`src/rtl/ir_uart_pkg.sv`:
```
// ir_uart_pkg: state encoding and timing defaults shared by the IrDA UART receive and transmit paths
package ir_uart_pkg;
  typedef enum logic [1:0] {IDLE, START, DATA, STOP} ir_state_t;
  localparam int BIT_CYCLES_DEF = 5208;
  localparam int MIN_PULSE_DEF  = 16;
  localparam int START_LOAD_DEF = 2625;
  localparam int CNT_W          = 13;
endpackage

```
`src/rtl/ir_pulse_qual.sv`:
```
// ir_pulse_qual: synchronizes ir_in and strobes pulse_q once per high run of at least MIN_PULSE clocks
module ir_pulse_qual
  import ir_uart_pkg::*;
#(
  parameter int MIN_PULSE = MIN_PULSE_DEF
) (
  input  logic clock,
  input  logic reset,
  input  logic ir_in,
  output logic pulse_q
);
  localparam int W = $clog2(MIN_PULSE + 1);
  logic [1:0]   sync;
  logic [W-1:0] cnt;
  always_ff @(posedge clock)
    if (reset) begin
      sync    <= '0;
      cnt     <= '0;
      pulse_q <= 1'b0;
    end else begin
      sync    <= {sync[0], ir_in};
      cnt     <= !sync[1] ? '0 : cnt == W'(MIN_PULSE) ? cnt : cnt + W'(1);
      pulse_q <= sync[1] && cnt == W'(MIN_PULSE - 1);
    end
endmodule

```
`src/rtl/ir_receiver.sv`:
```
// ir_receiver: IrDA SIR byte receiver; a qualified pulse inside a bit window means 0, no pulse means 1
module ir_receiver
  import ir_uart_pkg::*;
#(
  parameter int BIT_CYCLES = BIT_CYCLES_DEF,
  parameter int MIN_PULSE  = MIN_PULSE_DEF,
  parameter int START_LOAD = START_LOAD_DEF
) (
  input  logic       clock,
  input  logic       reset,
  input  logic       enable,
  input  logic       ir_in,
  output logic [7:0] data,
  output logic       data_valid,
  output logic       frame_error,
  output logic       busy
);
  ir_state_t        state, state_n;
  logic             pulse_q, pulse_seen, window_end, stop_end;
  logic [CNT_W-1:0] bit_cnt;
  logic [2:0]       bit_idx;
  logic [7:0]       shift;

  ir_pulse_qual #(.MIN_PULSE(MIN_PULSE)) u_qual (
    .clock   (clock),
    .reset   (reset),
    .ir_in   (ir_in),
    .pulse_q (pulse_q)
  );

  assign window_end = bit_cnt == CNT_W'(BIT_CYCLES - 1);
  assign stop_end   = enable && state == STOP && window_end;

  always_ff @(posedge clock)
    state <= reset ? IDLE : state_n;

  always_comb
    state_n = !enable           ? IDLE :
              state == IDLE     ? (pulse_q ? START : IDLE) :
              !window_end       ? state :
              state == START    ? DATA :
              state == DATA     ? (bit_idx == 3'd7 ? STOP : DATA) : IDLE;

  always_comb
    busy = state != IDLE;

  // The start pulse is consumed in IDLE, so pulse_seen only ever collects pulses of later windows
  always_ff @(posedge clock)
    if (reset || !enable) begin
      bit_cnt    <= '0;
      bit_idx    <= '0;
      pulse_seen <= 1'b0;
    end else if (state == IDLE) begin
      if (pulse_q) bit_cnt <= CNT_W'(START_LOAD);
      bit_idx    <= '0;
      pulse_seen <= 1'b0;
    end else begin
      bit_cnt    <= window_end ? '0 : bit_cnt + CNT_W'(1);
      pulse_seen <= !window_end && (pulse_seen || pulse_q);
      if (window_end && state == DATA) bit_idx <= bit_idx + 3'd1;
    end

  always_ff @(posedge clock)
    if (reset) begin
      shift       <= '0;
      data        <= '0;
      data_valid  <= 1'b0;
      frame_error <= 1'b0;
    end else begin
      if (enable && state == DATA && window_end) shift <= {!pulse_seen, shift[7:1]};
      if (stop_end && !pulse_seen) data <= shift;
      data_valid  <= stop_end && !pulse_seen;
      frame_error <= stop_end && pulse_seen;
    end
endmodule

```
`config.mk`:
```
export PLATFORM = sky130hd
export DESIGN_NAME = ir_receiver
export DESIGN_NICKNAME = d
export VERILOG_FILES = /design/src/rtl/ir_uart_pkg.sv /design/src/rtl/ir_pulse_qual.sv /design/src/rtl/ir_receiver.sv
export SDC_FILE = /design/constraint.sdc
export NUM_CORES = 1
export LEC_CHECK = 0
export ABC_AREA = 0
export ABC_CLOCK_PERIOD_IN_PS = 2700
export BUFFER_PORTS_ARGS = -buffer_cell sky130_fd_sc_hd__buf_4
export CELL_PAD_IN_SITES_DETAIL_PLACEMENT = 1
export CELL_PAD_IN_SITES_GLOBAL_PLACEMENT = 1
export CORE_ASPECT_RATIO = 2
export CORE_MARGIN = 2
export CORE_UTILIZATION = 45
export CTS_CLUSTER_DIAMETER = 80
export CTS_CLUSTER_SIZE = 14
export DETAILED_ROUTE_END_ITERATION = 6
export PLACE_DENSITY = 0.85
export SYNTH_ARGS = -nofsm -noshare
export SYNTH_HDL_FRONTEND = slang
export SYNTH_SLANG_ARGS = --single-unit
```
`constraint.sdc`:
```
create_clock -name clock -period 2.7 [get_ports clock]
set_clock_uncertainty 0.2 [all_clocks]
set_input_delay 0.135 -clock clock [delete_from_list [all_inputs] [get_ports clock]]
set_output_delay 0.135 -clock clock [all_outputs]
set_load 0.03 [all_outputs]
```
# Yosys cells after proc, flatten, opt, wreduce, memory -nomap -nowiden
# Index checks and enable logic that the tools add are counted.
# W data, S select, Z words.
# totals
register_bits,45
inputBits,4
output_inout_bits,11
# classes
muxes,9
addsub,3
eq_ne,8
n_reduce_logical,20
bitwise_logic,2
# op_table
cell,n
$mux W13,3
$add A13 B1 Y13 const B,1
$eq A13 B13 Y1 const B,1
$logic_and A1 B1 Y1,9
$mux W2,4
$reduce_or A2 Y1,3
$add A5 B1 Y5 const B,1
$eq A5 B4 Y1 const B,1
$eq A5 B5 Y1 const B,1
$eq A2 B2 Y1 const B,2
$reduce_bool A2 Y1,2
$add A3 B1 Y3 const B,1
$eq A3 B3 Y1 const B,1
$logic_not A1 Y1,3
$eq A2 B1 Y1 const B,1
$logic_not A2 Y1,1
$logic_or A1 B1 Y1,2
$mux W1,2
$ne A2 B1 Y1 const B,1
$not A1 Y1,2

# Depth between registers and ports, before layout
# depth
word_depth,6
mapped_depth,7

# Modules after synthesis
# A second synthesis with hierarchy kept.
# hier_totals
hier_cells,232
hier_area_um2,2089.5
# by_module_without_submodules
mod,instances,area_each_um2,cells_each
ir_receiver,1,1745.4,197
ir_pulse_qual,1,344.1,35

# Worst setup path before layout
# Ideal clock, no wire load.
# synth_path
kind,flip-flop to flip-flop
start,register state[0]
end,register bit_cnt[7]
stages_incl_launch_ff,8
required_time_ns,2.426
arrival_ns,1.637
path_buffers,1
slack_ns,0.789
setup_time_ns,0.074
path_cell_list,dfxtp_1 > inv_1 > ha_1 > or3b_1 > clkbuf_1 > a31oi_1 > o21ai_0 > a31oi_1
# synth_via
elab_chain_len,2
elab_cells_between_ends,3
# synth_lines
element,line_no,text
start: declaration,ir_receiver.sv:18,"ir_state_t state, state_n;"
start signal: assignment,ir_receiver.sv:35,state <= reset ? IDLE : state_n;
$logic_not A2 Y1 (*),ir_receiver.sv:53,end else if (state == IDLE) begin
$ne A2 B1 Y1 (no source line) / $mux W13 (equally long branches),n/a,
end signal: assignment,ir_receiver.sv:54,if (pulse_q) bit_cnt <= CNT_W'(START_LOAD);
end signal: assignment,ir_receiver.sv:58,bit_cnt <= window_end ? '0 : bit_cnt + CNT_W'(1);
end: declaration,ir_receiver.sv:20,logic [CNT_W-1:0] bit_cnt;
# Every way passes the cells marked *; elsewhere a longest branch is shown, timed or not.
# A chain may end at the register's enable or synchronous reset.

# Worst setup path in the final report
# layout_path
start,register bit_cnt[0]
end,register shift[3]
# layout_via
elab_chain_len,2
# layout_lines
element,line_no,text
$eq A13 B13 Y1,ir_receiver.sv:31,assign window_end = bit_cnt == CNT_W'(BIT_CYCLES - 1);
$logic_and A1 B1 Y1,ir_receiver.sv:70,"if (enable && state == DATA && window_end) shift <= {!pulse_seen, shift[7:1]};"
end signal: assignment,ir_receiver.sv:70,
end: declaration,ir_receiver.sv:22,logic [7:0] shift;
# No other way between the ends.

==> results.py <==
metrics = {
    "clocking": {
        "hold_buffers": 3,
        "cts_setup_buffers": 0,
        "clkSlewWorstSetupHoldPaths_ps": 80,
        "cts_max_path_buffers": 2,
        "cts_made_buffers": 5,
        "clockRootBuffer": "clkbuf_8",
        "cts_resized": 0,
        "cts_sinks": 45,
        "clk_latency_ps": 300,
        "cts_tree": "built",
        "cts_max_level": 2,
    },
    "drt": {
        "route.detailed.drc": 0,
        "first_pass_iters": 6,
        "routed_wl_um": 4907,
        "wl_met1_um": 1742,
        "vias_per_cell": 5.686,
        "drt_iter0_drc": 22,
        "wl_per_cell_um": 16.58,
        "met2WireLength_um": 2888,
        "top_layer_used": "met4",
        "antenna_left": 0,
        "vias": 1683,
        "wl_met3_um": 103,
    },
    "layout": {
        "final_cell_mix": "dfxtp_1 (45), nor2_1 (26), nand3_1 (19)",
        "syn_to_final_growth_pct": 15.37,
        "final_common_cell": "dfxtp_1",
        "layout.nets": 255,
        "drive_gt1_frac": 0.1240,
        "finalNonFillerCells": 296,
        "diodes": 0,
    },
    "sta": {
        "fmax_mhz": 452.2,
        "fin_crit_sh": 0.8190,
        "period_needed_ps": 2211,
        "tightest_slew_ps": 616.4,
        "rsz0062_at_grt": "no",
        "fin_setup_tns_ps": 0,
        "slew_headroom": 0.5875,
        "report.final.setup_viol": 0,
        "slew_violations": 0,
        "hold_slack_ps": 179.1,
        "hold_violations": 0,
    },
    "yosys": {
        "ys_seq_area_frac": 0.4444,
        "yosys_register_bits": 45,
        "syn_avg_cell_area_sq_um": 9.172,
        "async_reset_ff_frac": 0,
        "synth_nets": 235,
        "synth_cell_type_count": 42,
        "syn_area_sq_mm": 0.002027,
        "netlist_instances": 221,
        "synth_ff_type": "dfxtp_1",
        "synth-edff-count": 0,
        "yosysWarningCount": 0,
    },
    "global_route": {
        "antenna_found_initial": 0,
        "grt_pass1_vias": 1859,
        "grt_max_degree": 23,
        "track_usage": 0.2240,
        "gr-total-overflow": 0,
        "grt_pass1_wl_um": 8466,
    },
    "placed_design": {
        "dp_hpwl_um": 3623,
        "port_buffers": 14,
        "dp.cells": 285,
        "gp_congestion": 0.8636,
    },
    "hold_path": {
        "hold_class": "primary input to flop",
        "min_from": "enable",
    },
    "run_status": {
        "outcome": "complete, no violations",
    },
    "floorplanning": {
        "die_width_um": 51.46,
        "num_rows": 34,
        "dieArea_sq_mm": 0.005089,
        "coreArea_sq_mm": 0.004339,
        "die_y_um": 98.91,
        "start_util": 0.4671,
        "ios": 15,
    },
    "power": {
        "ir_worst_vdd_uv": 422.8,
        "powerDensity_mw_per_mm2": 520.4,
        "power_leakage_uw": 0.0009461,
    },
    "setup_path": {
        "cp_num_buf_inv": 0,
        "crit_chain": "ha_1 > and4b_1 > and4b_1 > mux2i_1 > nor2_1",
        "worstSetupEndpointType": "flop",
        "crit_type": "flop to flop",
        "critPathSlowestCell": "and4b_1",
        "cp_max_fo": 9,
        "startpoint": "bit_cnt[0]",
        "reg2reg_from": "bit_cnt[0]",
        "crit_top_cell": "and4b_1",
        "critical_path.top_delay_family": "simple AND/OR/NAND/NOR gates",
        "arrival_ps": 2200,
        "required_ps": 2690,
        "crit_path_start_kind": "flop",
        "slowest_delay_ps": 550,
    },
    "job": {
        "drv_cap": 0,
    },
}
-- report_power, final --
| group | internal, uW | switching, uW |
|---|---|---|
| Combinational | 9.55 | 14.8 |
| Sequential | 665 | 0.897 |
| Clock | 302 | 225 |
| Total | 976 | 241 |
-- state kept, by name (all words and copies together), names as in the netlist --
register / cells
bit_cnt: 13
u_qual.sync: 2
u_qual.pulse_q: 1
state: 2
pulse_seen: 1
shift: 8
bit_idx: 3
data: 8
data_valid: 1
frame_error: 1
u_qual.cnt: 5
-- cells by family (layout without fill, tap and decap cells) --
group	after synthesis	count (layout)	share of synthesized area
AO/OA/AOI/OAI	29	29	0.09135
XOR/XNOR	4	4	0.01729
adder cells (fa/ha/maj)	10	10	0.06173
buffers and inverters	16	37	0.03148
flip-flops	45	45	0.4444
multiplexers	15	15	0.07407
AND/OR/NAND/NOR	102	102	0.2796
-- tightest hold or removal path, stage by stage --
cell and delay, ps:
buf_4 120, nor2b_1 230, o21a_1 150
-- cells in the mapped netlist, drive strengths merged, types with 2 or more instances --
library cell | count | area share
nand2b | 4 | 0.012
inv | 9 | 0.017
a211oi | 4 | 0.017
nor2 | 26 | 0.048
xor2 | 3 | 0.013
nand3b | 2 | 0.0074
and4 | 2 | 0.0086
nand3 | 19 | 0.047
nor4 | 3 | 0.0093
nand4 | 6 | 0.022
nor2b | 3 | 0.0093
o21ai | 7 | 0.017
and4b | 2 | 0.0099
and3 | 3 | 0.0093
mux2i | 15 | 0.074
a21oi | 7 | 0.017
a31oi | 5 | 0.015
or3 | 3 | 0.0093
nor3 | 3 | 0.0074
ha | 10 | 0.062
o31ai | 2 | 0.0074
dfxtp | 45 | 0.44
clkbuf | 6 | 0.011
nor4b | 2 | 0.016
nand2 | 16 | 0.030
-- layout make-up --
| cell class | instances | area (sq um) |
|---|---|---|
| clock inverter | 1 | 30.03 |
| multi-input combinational | 160 | 1062 |
| sequential | 45 | 900.9 |
| timing repair buffer | 20 | 157.7 |
| clock buffer | 7 | 86.33 |
| tap | 54 | 67.56 |
| inverter | 9 | 33.78 |
| fill | 520 | 2001 |
-- path summary, 6_finish.rpt --
check	slack (ps)	cells after the start	endpoint
worst max-delay path	490	5	shift[3]
worst max register to register	490	5	shift[3]
worst min-delay path	180	3	bit_cnt[6]
worst min register to register	250	1	u_qual.sync[1]
-- per-layer routing --
layer / up-vias / GRT usage
met3: 14 / 0.04091
met1: 814 / 0.2017
met5: - / 0
met2: 31 / 0.4349
met4: 0 / 0.1235
li1: 824 / -
-- stage by stage --
stage / util / worst slack, ps / instance area (sq um) / power [uW]
4_1_cts: 0.5389 / 467.9 / 2338 / 1232
2_1_floorplan: - / 788.6 / 2027 / 693.9
3_3_place_gp: 0.5052 / 546.2 / 2192 / 701.9
3_5_place_dp: 0.5052 / 509.0 / 2192 / 702.0
5_1_grt: 0.5389 / 334.7 / 2338 / 1253
6_report: 0.5389 / 488.8 / 2338 / 1217
Power figures use the tool's default switching activity.
